--- src/rtl/wdt_pkg.sv ---
// Shared types and register map for the watchdog timer.
package wdt_pkg;

  typedef enum logic [1:0] {
    IDLE,
    COUNT,
    EXPIRED
  } wdt_state_e;

  typedef logic [1:0] wdt_addr_t;

  localparam wdt_addr_t WDT_WDEN   = 2'd0;
  localparam wdt_addr_t WDT_WDLIVE = 2'd1;
  localparam wdt_addr_t WDT_WTOCNT = 2'd2;
  localparam wdt_addr_t WDT_WDCNT  = 2'd3;

endpackage

--- src/rtl/wdt_timer_if.sv ---
// Register port between the bus bridge (master) and the watchdog (slave).
interface wdt_timer_if
  import wdt_pkg::*;
#(
  parameter int CNT_W = 32
);

  logic             reg_we;
  wdt_addr_t        reg_addr;
  logic [CNT_W-1:0] reg_wdata;
  logic [CNT_W-1:0] reg_rdata;
  logic             timeout;

  modport master (
    output reg_we,
    output reg_addr,
    output reg_wdata,
    input  reg_rdata,
    input  timeout
  );

  modport slave (
    input  reg_we,
    input  reg_addr,
    input  reg_wdata,
    output reg_rdata,
    output timeout
  );

endinterface

--- src/rtl/wdt_prescaler.sv ---
// Divides clk into counter ticks; one tick per PRESCALE enabled cycles.
module wdt_prescaler #(
  parameter int PRESCALE = 4
) (
  input  logic clk,
  input  logic rst,
  input  logic en_i,
  input  logic clr_i,
  output logic tick_o
);

  localparam int PW = (PRESCALE > 1) ? $clog2(PRESCALE) : 1;
  localparam logic [PW-1:0] LAST = PW'(PRESCALE - 1);

  logic [PW-1:0] presc_q;

  assign tick_o = en_i && (presc_q == LAST);

  always_ff @(posedge clk or posedge rst) begin
    if (rst) begin
      presc_q <= '0;
    end else if (clr_i) begin
      presc_q <= '0;
    end else if (en_i) begin
      presc_q <= tick_o ? '0 : presc_q + PW'(1);
    end
  end

endmodule

--- src/rtl/wdt_timer.sv ---
// Watchdog: counts ticks while enabled, raises a held timeout at threshold.
module wdt_timer
  import wdt_pkg::*;
#(
  parameter int CNT_W    = 32,
  parameter int PRESCALE = 1
) (
  input  logic       clk,
  input  logic       rst,
  wdt_timer_if.slave bus
);

  wdt_state_e       state_q;
  logic [CNT_W-1:0] cnt_q;
  logic [CNT_W-1:0] cnt_d;
  logic [CNT_W-1:0] wtocnt_q;
  logic             wden_q;
  logic             timeout_q;

  logic wr_en;
  logic wr_live;
  logic wr_toc;
  logic enable_w;
  logic disable_w;
  logic kick_w;
  logic count_en;
  logic tick;

  assign wr_en     = bus.reg_we && (bus.reg_addr == WDT_WDEN);
  assign wr_live   = bus.reg_we && (bus.reg_addr == WDT_WDLIVE);
  assign wr_toc    = bus.reg_we && (bus.reg_addr == WDT_WTOCNT);
  assign enable_w  = wr_en && bus.reg_wdata[0] && (state_q == IDLE);
  assign disable_w = wr_en && !bus.reg_wdata[0];
  assign kick_w    = wr_live && bus.reg_wdata[0] && (state_q != IDLE);
  assign count_en  = (state_q == COUNT);

  generate
    if (PRESCALE > 1) begin : g_presc
      wdt_prescaler #(
        .PRESCALE(PRESCALE)
      ) u_presc (
        .clk   (clk),
        .rst   (rst),
        .en_i  (count_en),
        .clr_i (enable_w || disable_w || kick_w),
        .tick_o(tick)
      );
    end else begin : g_nopresc
      assign tick = count_en;
    end
  endgenerate

  // Saturating next count; expiry is judged on the value being stored.
  assign cnt_d = (&cnt_q) ? cnt_q : cnt_q + CNT_W'(tick);

  always_ff @(posedge clk or posedge rst) begin
    if (rst) begin
      state_q   <= IDLE;
      cnt_q     <= '0;
      wtocnt_q  <= '0;
      wden_q    <= 1'b0;
      timeout_q <= 1'b0;
    end else begin
      if (wr_toc) wtocnt_q <= bus.reg_wdata;
      if (wr_en)  wden_q   <= bus.reg_wdata[0];
      if (disable_w) begin
        state_q   <= IDLE;
        timeout_q <= 1'b0;
        cnt_q     <= '0;
      end else if (enable_w) begin
        state_q <= COUNT;
        cnt_q   <= '0;
      end else if (kick_w) begin
        state_q   <= COUNT;
        timeout_q <= 1'b0;
        cnt_q     <= '0;
      end else if (count_en) begin
        cnt_q <= cnt_d;
        if (cnt_d >= wtocnt_q) begin
          state_q   <= EXPIRED;
          timeout_q <= 1'b1;
        end
      end
    end
  end

  always_comb begin
    bus.reg_rdata = '0;
    case (bus.reg_addr)
      WDT_WDEN:   bus.reg_rdata = {{(CNT_W-1){1'b0}}, wden_q};
      WDT_WTOCNT: bus.reg_rdata = wtocnt_q;
      WDT_WDCNT:  bus.reg_rdata = cnt_q;
      default:    bus.reg_rdata = '0;
    endcase
  end

  assign bus.timeout = timeout_q;

endmodule

--- src/flat_wrapper.sv ---
// flat-port wrapper written by rule: the top's interface ports become plain ports
module wdt_timer_flat import wdt_pkg::*;
#(
  parameter int CNT_W    = 32,
  parameter int PRESCALE = 1
)
  (clk, rst, bus_reg_we, bus_reg_addr, bus_reg_wdata, bus_reg_rdata, bus_timeout);
  wdt_timer_if #(.CNT_W(CNT_W)) bus_i ();
  input  logic clk;
  input  logic rst;
  input wire logic [$bits(bus_i.reg_we)-1:0] bus_reg_we;
  input wire logic [$bits(bus_i.reg_addr)-1:0] bus_reg_addr;
  input wire logic [$bits(bus_i.reg_wdata)-1:0] bus_reg_wdata;
  output wire logic [$bits(bus_i.reg_rdata)-1:0] bus_reg_rdata;
  output wire logic [$bits(bus_i.timeout)-1:0] bus_timeout;
  assign bus_i.reg_we = bus_reg_we;
  assign bus_i.reg_addr = bus_reg_addr;
  assign bus_i.reg_wdata = bus_reg_wdata;
  assign bus_reg_rdata = bus_i.reg_rdata;
  assign bus_timeout = bus_i.timeout;
  wdt_timer #(.CNT_W(CNT_W), .PRESCALE(PRESCALE)) u_core (.clk(clk), .rst(rst), .bus(bus_i));
endmodule
--- config.mk ---
export PLATFORM = sky130hd
export DESIGN_NAME = wdt_timer_flat
export DESIGN_NICKNAME = d
export VERILOG_FILES = /design/src/rtl/wdt_pkg.sv /design/src/rtl/wdt_timer_if.sv /design/src/rtl/wdt_prescaler.sv /design/src/rtl/wdt_timer.sv /design/src/flat_wrapper.sv
export SDC_FILE = /design/constraint.sdc
export NUM_CORES = 1
export LEC_CHECK = 0
export BUFFER_PORTS_ARGS = -buffer_cell sky130_fd_sc_hd__buf_4
export CORE_MARGIN = 3
export CORE_UTILIZATION = 59
export DETAILED_ROUTE_END_ITERATION = 6
export PLACE_DENSITY = 0.8
export SKIP_LAST_GASP = 1
export SLEW_MARGIN = 20
export SYNTH_ARGS = -nofsm -noshare
export SYNTH_HDL_FRONTEND = slang
export SYNTH_SLANG_ARGS = --single-unit
--- constraint.sdc ---
create_clock -name clk -period 5.16 [get_ports clk]
set_clock_uncertainty 0.15 [all_clocks]
set_input_delay 0.516 -clock clk [delete_from_list [all_inputs] [get_ports clk]]
set_output_delay 0.516 -clock clk [all_outputs]
set_load 0.02 [all_outputs]
* After elaboration in Yosys (flattened, before gate mapping)
Cells that the tools add are included.
** Cells by class
- Add/subtract/negate cells :: 1
- Magnitude comparators :: 1
- Eq/ne operators :: 5
- Multiplexer cells :: 16
- Reduce and logical (&&, ||, !) cells :: 19
** Operators by type and width (number)
- 2-to-1 mux 32 bit :: 5
- one-hot mux 32 bit (3 select lines) :: 1
- adder 32 x 1 -> 32 bit :: 1
- greater-or-equal comparator 32 bit :: 1
- AND reduction 32 bit :: 1
- 2-to-1 mux 2 bit :: 5
- logical AND 1 bit :: 8
- nonzero test 4 bit :: 2
- nonzero test 3 bit :: 2
- 2-to-1 mux 1 bit :: 5
- == test 2 x 1 -> 1 bit, second input constant :: 2
- == test 2 bit, second input constant :: 2
- logical NOT 2 bit :: 2
- AND reduction 3 bit :: 1
- != test 2 bit, second input constant :: 1
- AND reduction 2 bit :: 1
- nonzero test 2 bit :: 1
- logical NOT 1 bit :: 1
** Storage, ports and cells
- Flip-flop bits (word level) :: 68
- Input port bits :: 37
- Output and inout bits :: 33
- Word-level logic and storage cells :: 47

* Depth between registers and ports, before layout
Gate-level depths: netlist of run 1.
- Word-level depth :: 9
- Gate-level depth with buffers :: 17
- Gate-level depth less buffers :: 16

* Worst setup path after synthesis of run 1
OpenSTA, ideal clock, no wires.
- Path kind :: register to register
- Start :: register u_core.state_q[1]
- End :: register u_core.timeout_q (netlist: u_core.bus.timeout)
- Setup time :: 0.079 ns
- Arrival time :: 3.529 ns
- Required time :: 4.931 ns
- Slack :: 1.401 ns
- Stages on the path, launching flop included :: 18
- Path buffers :: 2
- Clock period less this slack :: 3.759 ns
- Path through :: dfrtp_1 > nand2b_1 > inv_1 > clkbuf_1 > ha_1 > and3_1 > and4_1 > and2_1 > buf_2 > nand2_1 > xnor2_1 > ha_1 > a21oi_1 > o21a_1 > nor2_1 > o31a_1 > a311oi_1 > mux2i_1
** On the way
- Cells in the longest elaborated chain, start to end :: 6
** RTL lines
- from (decl) :: line wdt_timer.sv:13 : wdt_state_e state_q;
- from (signal assigned) :: line wdt_timer.sv:58 : state_q <= IDLE;
- from (signal assigned) :: line wdt_timer.sv:67 : state_q <= IDLE;
- from (signal assigned) :: line wdt_timer.sv:71 : state_q <= COUNT;
- == test 2 x 1 -> 1 bit :: line wdt_timer.sv:35 : assign count_en = (state_q == COUNT);
- adder 32 x 1 -> 32 bit :: line wdt_timer.sv:54 : assign cnt_d = (&cnt_q) ? cnt_q : cnt_q + CNT_W'(tick);
- 2-to-1 mux 32 bit :: line wdt_timer.sv:54
- greater-or-equal comparator 32 bit :: line wdt_timer.sv:79 : if (cnt_d >= wtocnt_q) begin
- nonzero test 3 bit (no line)
- AND reduction 3 bit (no line)
- to (signal assigned) :: line wdt_timer.sv:62 : timeout_q <= 1'b0;
- to (signal assigned) :: line wdt_timer.sv:75 : timeout_q <= 1'b0;
- to (signal assigned) :: line wdt_timer.sv:81 : timeout_q <= 1'b1;
- to (decl) :: line wdt_timer.sv:18 : logic timeout_q;
Parallel ways exist; a longest one is shown, timed or not. The select of a mux whose other input is x is not followed.
A chain may end at the register's enable or synchronous reset.

* Final worst setup path of run 1
Same ends and word-level chain as after synthesis.

==> impl_metrics.xml, run 1 <==
<?xml version="1.0" encoding="UTF-8"?>
<metrics>
  <group name="run_status">
    <metric name="result_of_the_run" unit="">complete, no violations</metric>
  </group>
  <group name="power">
    <metric name="power_frac_clock" unit="%">28.4</metric>
    <metric name="power_report.internal_total" unit="W">0.00106</metric>
    <metric name="power_frac_seq" unit="%">41.7</metric>
    <metric name="total_leakage_power" unit="nW">2.79</metric>
    <metric name="powerDensity" unit="nW/µm²">279</metric>
    <metric name="switching_power" unit="W">0.000562</metric>
    <metric name="worst_ir_drop_vdd" unit="µV">168</metric>
    <metric name="switching_share" unit="%">34.6</metric>
    <metric name="comb_power_share" unit="%">30.0</metric>
  </group>
  <group name="sta">
    <metric name="maxClockFrequency" unit="MHz">232</metric>
    <metric name="slew_headroom" unit="%">40.3</metric>
    <metric name="timing.final.crit_period" unit="ns">4.31</metric>
    <metric name="fin_setup_tns" unit="ns">0</metric>
    <metric name="layout_worst_path_cycle_share" unit="%">83.6</metric>
    <metric name="finalHoldViolations" unit="">0</metric>
    <metric name="timing.hold.ws" unit="ns">0.230</metric>
    <metric name="report.final.setup_viol" unit="">0</metric>
    <metric name="final_max_slew_viol_count" unit="">0</metric>
    <metric name="grt_setup_unrepaired" unit="">false</metric>
    <metric name="actual_slew_at_the_worst_max_slew_pin" unit="ns">0.896</metric>
  </group>
  <group name="synthesis">
    <metric name="netlist_instances" unit="">552</metric>
    <metric name="synth.avg_cell_area" unit="µm²">9.24</metric>
    <metric name="yosys_warnings" unit="">0</metric>
    <metric name="synth_nets" unit="">623</metric>
    <metric name="yosysUniqueCellTypes" unit="">57</metric>
    <metric name="ys_ff_latch" unit="">68</metric>
    <metric name="synth.yosys.seq_area_share" unit="%">33.4</metric>
    <metric name="post_synth_instance_area" unit="µm²">5100</metric>
  </group>
  <group name="place">
    <metric name="final_estimated_routing_congestion_in_global_placement" unit="">0.900</metric>
    <metric name="port-buffer-count" unit="">69</metric>
    <metric name="dp.final_hpwl" unit="µm">8520</metric>
  </group>
  <group name="route">
    <metric name="detailroute.via_count" unit="">4196</metric>
    <metric name="finalWirelength" unit="µm">12100</metric>
    <metric name="drtIter0Drc" unit="">239</metric>
    <metric name="drt.antenna.violating_nets" unit="">0</metric>
    <metric name="residual_drc" unit="">0</metric>
    <metric name="detail_route.wl_per_cell" unit="µm">17.0</metric>
    <metric name="post_drt_via_cell_ratio" unit="">5.86</metric>
    <metric name="first_pass_iters" unit="">5</metric>
  </group>
  <group name="job">
    <metric name="cap_viol_max_count" unit="">0</metric>
  </group>
  <group name="clocking">
    <metric name="clock-sinks" unit="">68</metric>
    <metric name="post-cts-setup-buffer-count" unit="">0</metric>
    <metric name="clock_tree.buffer_depth" unit="">2</metric>
    <metric name="cts.reportedPaths.clkPinSlew" unit="ns">0.08</metric>
    <metric name="cts_inserted_buffers" unit="">9</metric>
    <metric name="post_cts_resize_count" unit="">0</metric>
    <metric name="worst_skew_pair.late_latency" unit="ns">0.36</metric>
    <metric name="cts_hold_buffers" unit="">0</metric>
    <metric name="cts_tree" unit="">yes</metric>
    <metric name="cts_max_level" unit="">3</metric>
    <metric name="cts_root_buf" unit="">sky130_fd_sc_hd__clkbuf_8</metric>
  </group>
  <group name="critical_path">
    <metric name="reg2regPathDepth" unit="">17</metric>
    <metric name="cp.buffers_inverters" unit="">3</metric>
    <metric name="critPathArrivalTime" unit="ns">4.44</metric>
    <metric name="setup.worst_path.end_class" unit="">flop</metric>
    <metric name="cp_data_required_time" unit="ns">5.28</metric>
    <metric name="cell_chain_of_the_critical_path" unit="">nand2b_1 &gt; buf_4 &gt; inv_1 &gt; ha_1 &gt; and3_1 &gt; and4_1 &gt; buf_4 &gt; and2_1 &gt; nand4_1 &gt; xnor2_1 &gt; ha_1 &gt; a21oi_1 &gt; o21a_1 &gt; nor2_1 &gt; o31a_1 &gt; a311oi_1 &gt; mux2i_1</metric>
    <metric name="crit_cells" unit="">17</metric>
    <metric name="worst-setup-path-type" unit="">reg -&gt; reg</metric>
    <metric name="critical-path-top-delay-family" unit="">simple AND/OR/NAND/NOR gates</metric>
    <metric name="worst-path-max-fanout" unit="">15</metric>
    <metric name="critical-path-slowest-cell" unit="">sky130_fd_sc_hd__a311oi_1</metric>
    <metric name="worst_path_largest_cell_delay" unit="ns">0.51</metric>
    <metric name="startpoint_type" unit="">flop</metric>
  </group>
  <group name="grt">
    <metric name="grt_max_degree" unit="">69</metric>
    <metric name="wire_length_of_the_first_global_routing_pass" unit="µm">20700</metric>
    <metric name="antenna_found_initial" unit="">0</metric>
    <metric name="global_route.overflow_total" unit="">0</metric>
    <metric name="gr-usage-all-layers" unit="%">26.1</metric>
    <metric name="first_global_vias" unit="">4286</metric>
  </group>
  <group name="hold_path">
    <metric name="hold_path_depth" unit="">2</metric>
    <metric name="path_class_of_the_lowest_slack_min_delay_path" unit="">in -&gt; reg</metric>
  </group>
  <group name="final_layout">
    <metric name="most_frequent_standard_cell_in_the_layout_excluding_fill_and_tap_cells" unit="">sky130_fd_sc_hd__buf_4</metric>
    <metric name="multi_input_area" unit="µm²">3080</metric>
    <metric name="fillerInstances" unit="">663</metric>
    <metric name="areaGrowthSynthToFinish" unit="%">14.1</metric>
    <metric name="layout.area.seq" unit="µm²">1700</metric>
    <metric name="post_route_cells_drive_above_1_share" unit="%">23.1</metric>
    <metric name="antenna_cells" unit="">0</metric>
    <metric name="most-common-layout-cells" unit="">sky130_fd_sc_hd__buf_4, sky130_fd_sc_hd__dfrtp_1, sky130_fd_sc_hd__nor2_1, sky130_fd_sc_hd__inv_1, sky130_fd_sc_hd__nand2_1</metric>
    <metric name="design.final.nets" unit="">677</metric>
  </group>
  <group name="floorplanning">
    <metric name="start_util" unit="%">61.5</metric>
    <metric name="floorplan.core_area" unit="µm²">8300</metric>
    <metric name="pin_count" unit="">70</metric>
    <metric name="die_height" unit="µm">99.0</metric>
    <metric name="core.rowCount" unit="">33</metric>
    <metric name="die_w" unit="µm">99.0</metric>
    <metric name="dieArea" unit="µm²">9800</metric>
  </group>
</metrics>
-- synth_stat cells, drive strengths merged --
cell type,number,area share [%]
or4,2,0.29
and2,2,0.25
and4,4,0.74
nor3b,2,0.29
o31a,2,0.34
xnor2,34,5.8
a21oi,16,1.6
dfrtp,68,33
inv,37,2.7
buf,15,1.9
dlygate4sd1,1,0.17
and4bb,1,0.25
a32oi,1,0.17
a32o,1,0.20
nor4,10,1.3
nand3,15,1.7
mux2i,33,6.5
nand4,25,3.4
o31ai,2,0.29
and3,8,1.1
or3,3,0.49
nand2b,6,0.74
nand4bb,1,0.22
ha,34,8.3
xor2,25,4.3
a2111o,1,0.22
clkbuf,17,1.5
a31oi,2,0.25
o211ai,1,0.15
nor2,52,3.9
nand2,37,2.9
mux2,33,7.3
a41oi,1,0.17
nand3b,1,0.15
nor2b,34,4.2
a311oi,1,0.17
a211oi,2,0.29
o21ai,8,0.79
nor3,12,1.4
o21a,1,0.15
a21boi,1,0.15
-- logic make-up after synthesis --
| group | count (synthesis) | share of synthesized area, % |
|---|---|---|
| multiplexers | 66 | 13.8 |
| buffers and inverters | 70 | 6.30 |
| AND/OR/NAND/NOR | 215 | 23.2 |
| XOR/XNOR | 59 | 10.1 |
| AO/OA/AOI/OAI | 40 | 4.91 |
| adder cells (fa/ha/maj) | 34 | 8.34 |
| flip-flops | 68 | 33.4 |
-- power groups by stage --
stage / registers [W] / clock network (W) / logic [W]
floorplan: 0.000665 / 0 / 0.000339
global placement: 0.000680 / 0 / 0.000462
detailed placement: 0.000686 / 0 / 0.000485
CTS: 0.000675 / 0.000469 / 0.000490
global route: 0.000689 / 0.000494 / 0.000538
finish: 0.000676 / 0.000460 / 0.000487
-- worst paths after layout --
kind / start / to / slack [ns]
setup / recovery: u_core.state_q[1] / u_core.bus.timeout / 0.85
hold / removal: bus_reg_wdata[4] / u_core.wtocnt_q[4] / 0.23
setup reg to reg: u_core.state_q[1] / u_core.bus.timeout / 0.85
hold reg to reg: u_core.wden_q / u_core.wden_q / 0.38
max in group asynchronous: rst / u_core.cnt_q[9] / 4.00
min in group asynchronous: rst / u_core.cnt_q[29] / 0.28
-- through the flow --
step	setup WS, ns	area, µm²	util [%]	cells	total power, W
after floorplan	1.40	5100	-	552	0.00100
after global placement	1.11	5620	67.7	700	0.00114
after detailed placement	0.929	5620	67.7	700	0.00117
after CTS	0.890	5820	70.1	716	0.00163
after global routing	0.598	5820	70.1	716	0.00172
final	0.848	5820	70.1	716	0.00162
-- worst register-to-register path: cells and delay by family, from the launching register on --
kind	cells	cell delay (ns)
xor gates and xnor gates	1	0.16
buffers and inverters	3	0.49
adders and majority gates	2	0.48
and+or+nand+nor	6	1.21
AOI/OAI and AO/OA	4	1.08
DFF	1	0.42
muxes	1	0.25
-- registers in the layout, summed over array words and instances (netlist names) --
| register | cells |
|---|---|
| u_core.cnt_q | 32 |
| u_core.wtocnt_q | 32 |
| u_core.state_q | 2 |
| u_core.wden_q | 1 |
| u_core.bus.timeout | 1 |
-- layout make-up --
type,instances,share of cell area [%]
multi-input combinational,414,52.9
sequential,68,29.2
timing repair buffer,76,9.80
inverter,37,2.39
clock buffer,10,2.36
tap,105,2.26
clock inverter,6,1.10
-- routing by layer --
layer,global-route usage [%],up-vias,share of wire (%)
li1,-,2009,-
met1,33.1,2009,42
met2,44.6,156,50
met3,4.67,22,5.7
met4,9.45,0,2.0
met5,0,-,0
(Power assumes the default switching activity.)
==> run 2: changes to the inputs <==
==> constraint.sdc (replaced) <==
create_clock -name clk -period 4 [get_ports clk]
set_clock_uncertainty 0.15 [all_clocks]
set_input_delay 0.4 -clock clk [delete_from_list [all_inputs] [get_ports clk]]
set_output_delay 0.4 -clock clk [all_outputs]
set_load 0.02 [all_outputs]
==> run 2 against run 1 <==
Net effect: register-to-register slack worse by 0.61 ns; critical path type unchanged; critical endpoint is now u_core.state_q[0]; global-route usage is 1.1 points lower; final area rose by 1.7%; die area stayed put; final cell count rose by 0.84%; wire length increased by 0.44%.
==> impl_metrics.xml, run 2 (synthesis gave the netlist of run 1 again) <==
<?xml version="1.0" encoding="UTF-8"?>
<metrics>
  <group name="run_status">
    <metric name="result_of_the_run" unit="">complete, no violations</metric>
  </group>
  <group name="route">
    <metric name="finalWirelength" unit="µm">12200</metric>
    <metric name="first_pass_iters" unit="">5</metric>
    <metric name="residual_drc" unit="">0</metric>
    <metric name="post_drt_via_cell_ratio" unit="">5.82</metric>
    <metric name="detailroute.via_count" unit="">4199</metric>
    <metric name="drt.antenna.violating_nets" unit="">0</metric>
    <metric name="detail_route.wl_per_cell" unit="µm">16.9</metric>
    <metric name="drtIter0Drc" unit="">218</metric>
  </group>
  <group name="power">
    <metric name="total_power" unit="W">0.00215</metric>
    <metric name="total_leakage_power" unit="nW">2.86</metric>
    <metric name="worst_ir_drop_vdd" unit="µV">185</metric>
    <metric name="powerDensity" unit="nW/µm²">364</metric>
  </group>
  <group name="grt">
    <metric name="antenna_found_initial" unit="">0</metric>
    <metric name="gr-usage-all-layers" unit="%">25.1</metric>
    <metric name="grt_max_degree" unit="">69</metric>
    <metric name="global_route.overflow_total" unit="">0</metric>
    <metric name="wire_length_of_the_first_global_routing_pass" unit="µm">20000</metric>
    <metric name="first_global_vias" unit="">4089</metric>
  </group>
  <group name="clocking">
    <metric name="cts_tree" unit="">yes</metric>
    <metric name="post-cts-setup-buffer-count" unit="">0</metric>
    <metric name="clock_tree.buffer_depth" unit="">2</metric>
    <metric name="clock-sinks" unit="">68</metric>
    <metric name="cts_inserted_buffers" unit="">9</metric>
    <metric name="cts.reportedPaths.clkPinSlew" unit="ns">0.08</metric>
    <metric name="cts_max_level" unit="">3</metric>
    <metric name="worst_skew_pair.late_latency" unit="ns">0.36</metric>
    <metric name="cts_root_buf" unit="">sky130_fd_sc_hd__clkbuf_8</metric>
  </group>
  <group name="final_layout">
    <metric name="multi_input_area" unit="µm²">3100</metric>
    <metric name="antenna_cells" unit="">0</metric>
    <metric name="fillerInstances" unit="">648</metric>
    <metric name="design.final.nets" unit="">683</metric>
    <metric name="biggestRegsByFlops" unit="">u_core.cnt_q (32), u_core.wtocnt_q (32), u_core.state_q (2)</metric>
    <metric name="most_frequent_standard_cell_in_the_layout_excluding_fill_and_tap_cells" unit="">sky130_fd_sc_hd__buf_4</metric>
    <metric name="layout.area.seq" unit="µm²">1700</metric>
    <metric name="post_route_cells_drive_above_1_share" unit="%">23.8</metric>
    <metric name="most-common-layout-cells" unit="">sky130_fd_sc_hd__buf_4, sky130_fd_sc_hd__dfrtp_1, sky130_fd_sc_hd__nor2_1, sky130_fd_sc_hd__inv_1, sky130_fd_sc_hd__nand2_1</metric>
    <metric name="areaGrowthSynthToFinish" unit="%">16.0</metric>
  </group>
  <group name="critical_path">
    <metric name="startpoint_type" unit="">flop</metric>
    <metric name="worst-setup-path-type" unit="">reg -&gt; reg</metric>
    <metric name="worst-path-max-fanout" unit="">6</metric>
    <metric name="setup.worst_path.end_class" unit="">flop</metric>
    <metric name="critPathArrivalTime" unit="ns">3.85</metric>
    <metric name="r2r_setup_slk" unit="ns">0.24</metric>
    <metric name="cp_data_required_time" unit="ns">4.09</metric>
  </group>
  <group name="sta">
    <metric name="finalHoldViolations" unit="">0</metric>
    <metric name="grt_setup_unrepaired" unit="">false</metric>
    <metric name="maxClockFrequency" unit="MHz">266</metric>
    <metric name="actual_slew_at_the_worst_max_slew_pin" unit="ns">0.890</metric>
    <metric name="layout_worst_path_cycle_share" unit="%">94.0</metric>
    <metric name="fin_setup_tns" unit="ns">0</metric>
    <metric name="slew_headroom" unit="%">40.6</metric>
    <metric name="final_max_slew_viol_count" unit="">0</metric>
    <metric name="report.final.setup_viol" unit="">0</metric>
    <metric name="timing.final.crit_period" unit="ns">3.76</metric>
  </group>
  <group name="floorplanning">
    <metric name="pin_count" unit="">70</metric>
    <metric name="start_util" unit="%">61.5</metric>
    <metric name="dieArea" unit="µm²">9800</metric>
    <metric name="core.rowCount" unit="">33</metric>
    <metric name="die_height" unit="µm">99.0</metric>
    <metric name="floorplan.core_area" unit="µm²">8300</metric>
    <metric name="die_w" unit="µm">99.0</metric>
  </group>
  <group name="hold_path">
    <metric name="path_class_of_the_lowest_slack_min_delay_path" unit="">in -&gt; reg</metric>
  </group>
  <group name="place">
    <metric name="port-buffer-count" unit="">69</metric>
    <metric name="dp.final_hpwl" unit="µm">8660</metric>
    <metric name="final_estimated_routing_congestion_in_global_placement" unit="">0.890</metric>
  </group>
  <group name="job">
    <metric name="cap_viol_max_count" unit="">0</metric>
  </group>
</metrics>
==> run 2: through the flow <==
| stage | utilization [%] | std cells | cell area, µm² | hold WS, ns | setup slack (ns) |
|---|---|---|---|---|---|
| 4_1_cts | 71.1 | 722 | 5900 | 0.115 | 0.0610 |
| 2_1_floorplan | - | 552 | 5100 | 0.330 | 0.241 |
| 5_1_grt | 71.3 | 722 | 5920 | 0.108 | 0.0238 |
| 3_3_place_gp | 68.4 | 706 | 5680 | 0.342 | 0.0295 |
| 3_5_place_dp | 68.4 | 706 | 5680 | 0.355 | -0.0205 |
| 6_report | 71.3 | 722 | 5920 | 0.116 | 0.241 |
==> run 2: repair_timing <==
action / in CTS / in global routing
setup endpoints to repair: 2 / 3
pin swaps: 0 / 1
hold buffers: 0 / 0
gates resized for setup: 1 / 3
==> run 2: final timing paths <==
check                                  startpoint                  end  cells past startpoint
worst max-delay path            u_core.state_q[1]    u_core.state_q[0]                     16
worst min-delay path            bus_reg_wdata[12]  u_core.wtocnt_q[12]                      2
worst max register to register  u_core.state_q[1]    u_core.state_q[0]                     16
worst min register to register      u_core.wden_q        u_core.wden_q                      1
max in group asynchronous                     rst   u_core.wtocnt_q[7]                      3
min in group asynchronous                     rst     u_core.cnt_q[29]                      3
==> run 2: where the power goes <==
group          switching [W]  internal, W  leakage (nW)
registers          0.0000918     0.000782         0.870
clock network       0.000284     0.000368         0.107
logic               0.000340     0.000286          1.88
total               0.000715      0.00144          2.86
==> run 2: final cells by class <==
| class | instances | area share [%] |
|---|---|---|
| Inverter | 37 | 2.35 |
| Clock inverter | 4 | 1.23 |
| Clock buffer | 12 | 2.45 |
| Tap cell | 105 | 2.22 |
| Timing Repair Buffer | 82 | 10.6 |
| Sequential cell | 68 | 28.8 |
| Multi-Input combinational cell | 414 | 52.4 |
==> run 2: worst max-delay path, stage by stage, from the launching register on <==
cell and delay (ns):
sky130_fd_sc_hd__dfrtp_1 0.42, sky130_fd_sc_hd__nand2b_1 0.17, sky130_fd_sc_hd__inv_1 0.08, sky130_fd_sc_hd__ha_1 0.20, sky130_fd_sc_hd__and3_1 0.20, sky130_fd_sc_hd__and4_1 0.21
sky130_fd_sc_hd__and2_1 0.30, sky130_fd_sc_hd__buf_4 0.20, sky130_fd_sc_hd__nand2_1 0.07, sky130_fd_sc_hd__xnor2_1 0.13, sky130_fd_sc_hd__ha_1 0.30, sky130_fd_sc_hd__nand4_1 0.15
sky130_fd_sc_hd__nor4_1 0.32, sky130_fd_sc_hd__a32oi_1 0.13, sky130_fd_sc_hd__o211ai_1 0.17, sky130_fd_sc_hd__a311oi_2 0.20, sky130_fd_sc_hd__a32o_1 0.25
==> run 2: routing by layer <==
metal	wire length [µm]	up-vias	global-route usage (%)
li1	-	2024	-
met1	5190	2019	32.8
met2	6180	132	42.3
met3	589	24	4.03
met4	232	0	8.09
met5	0	-	0
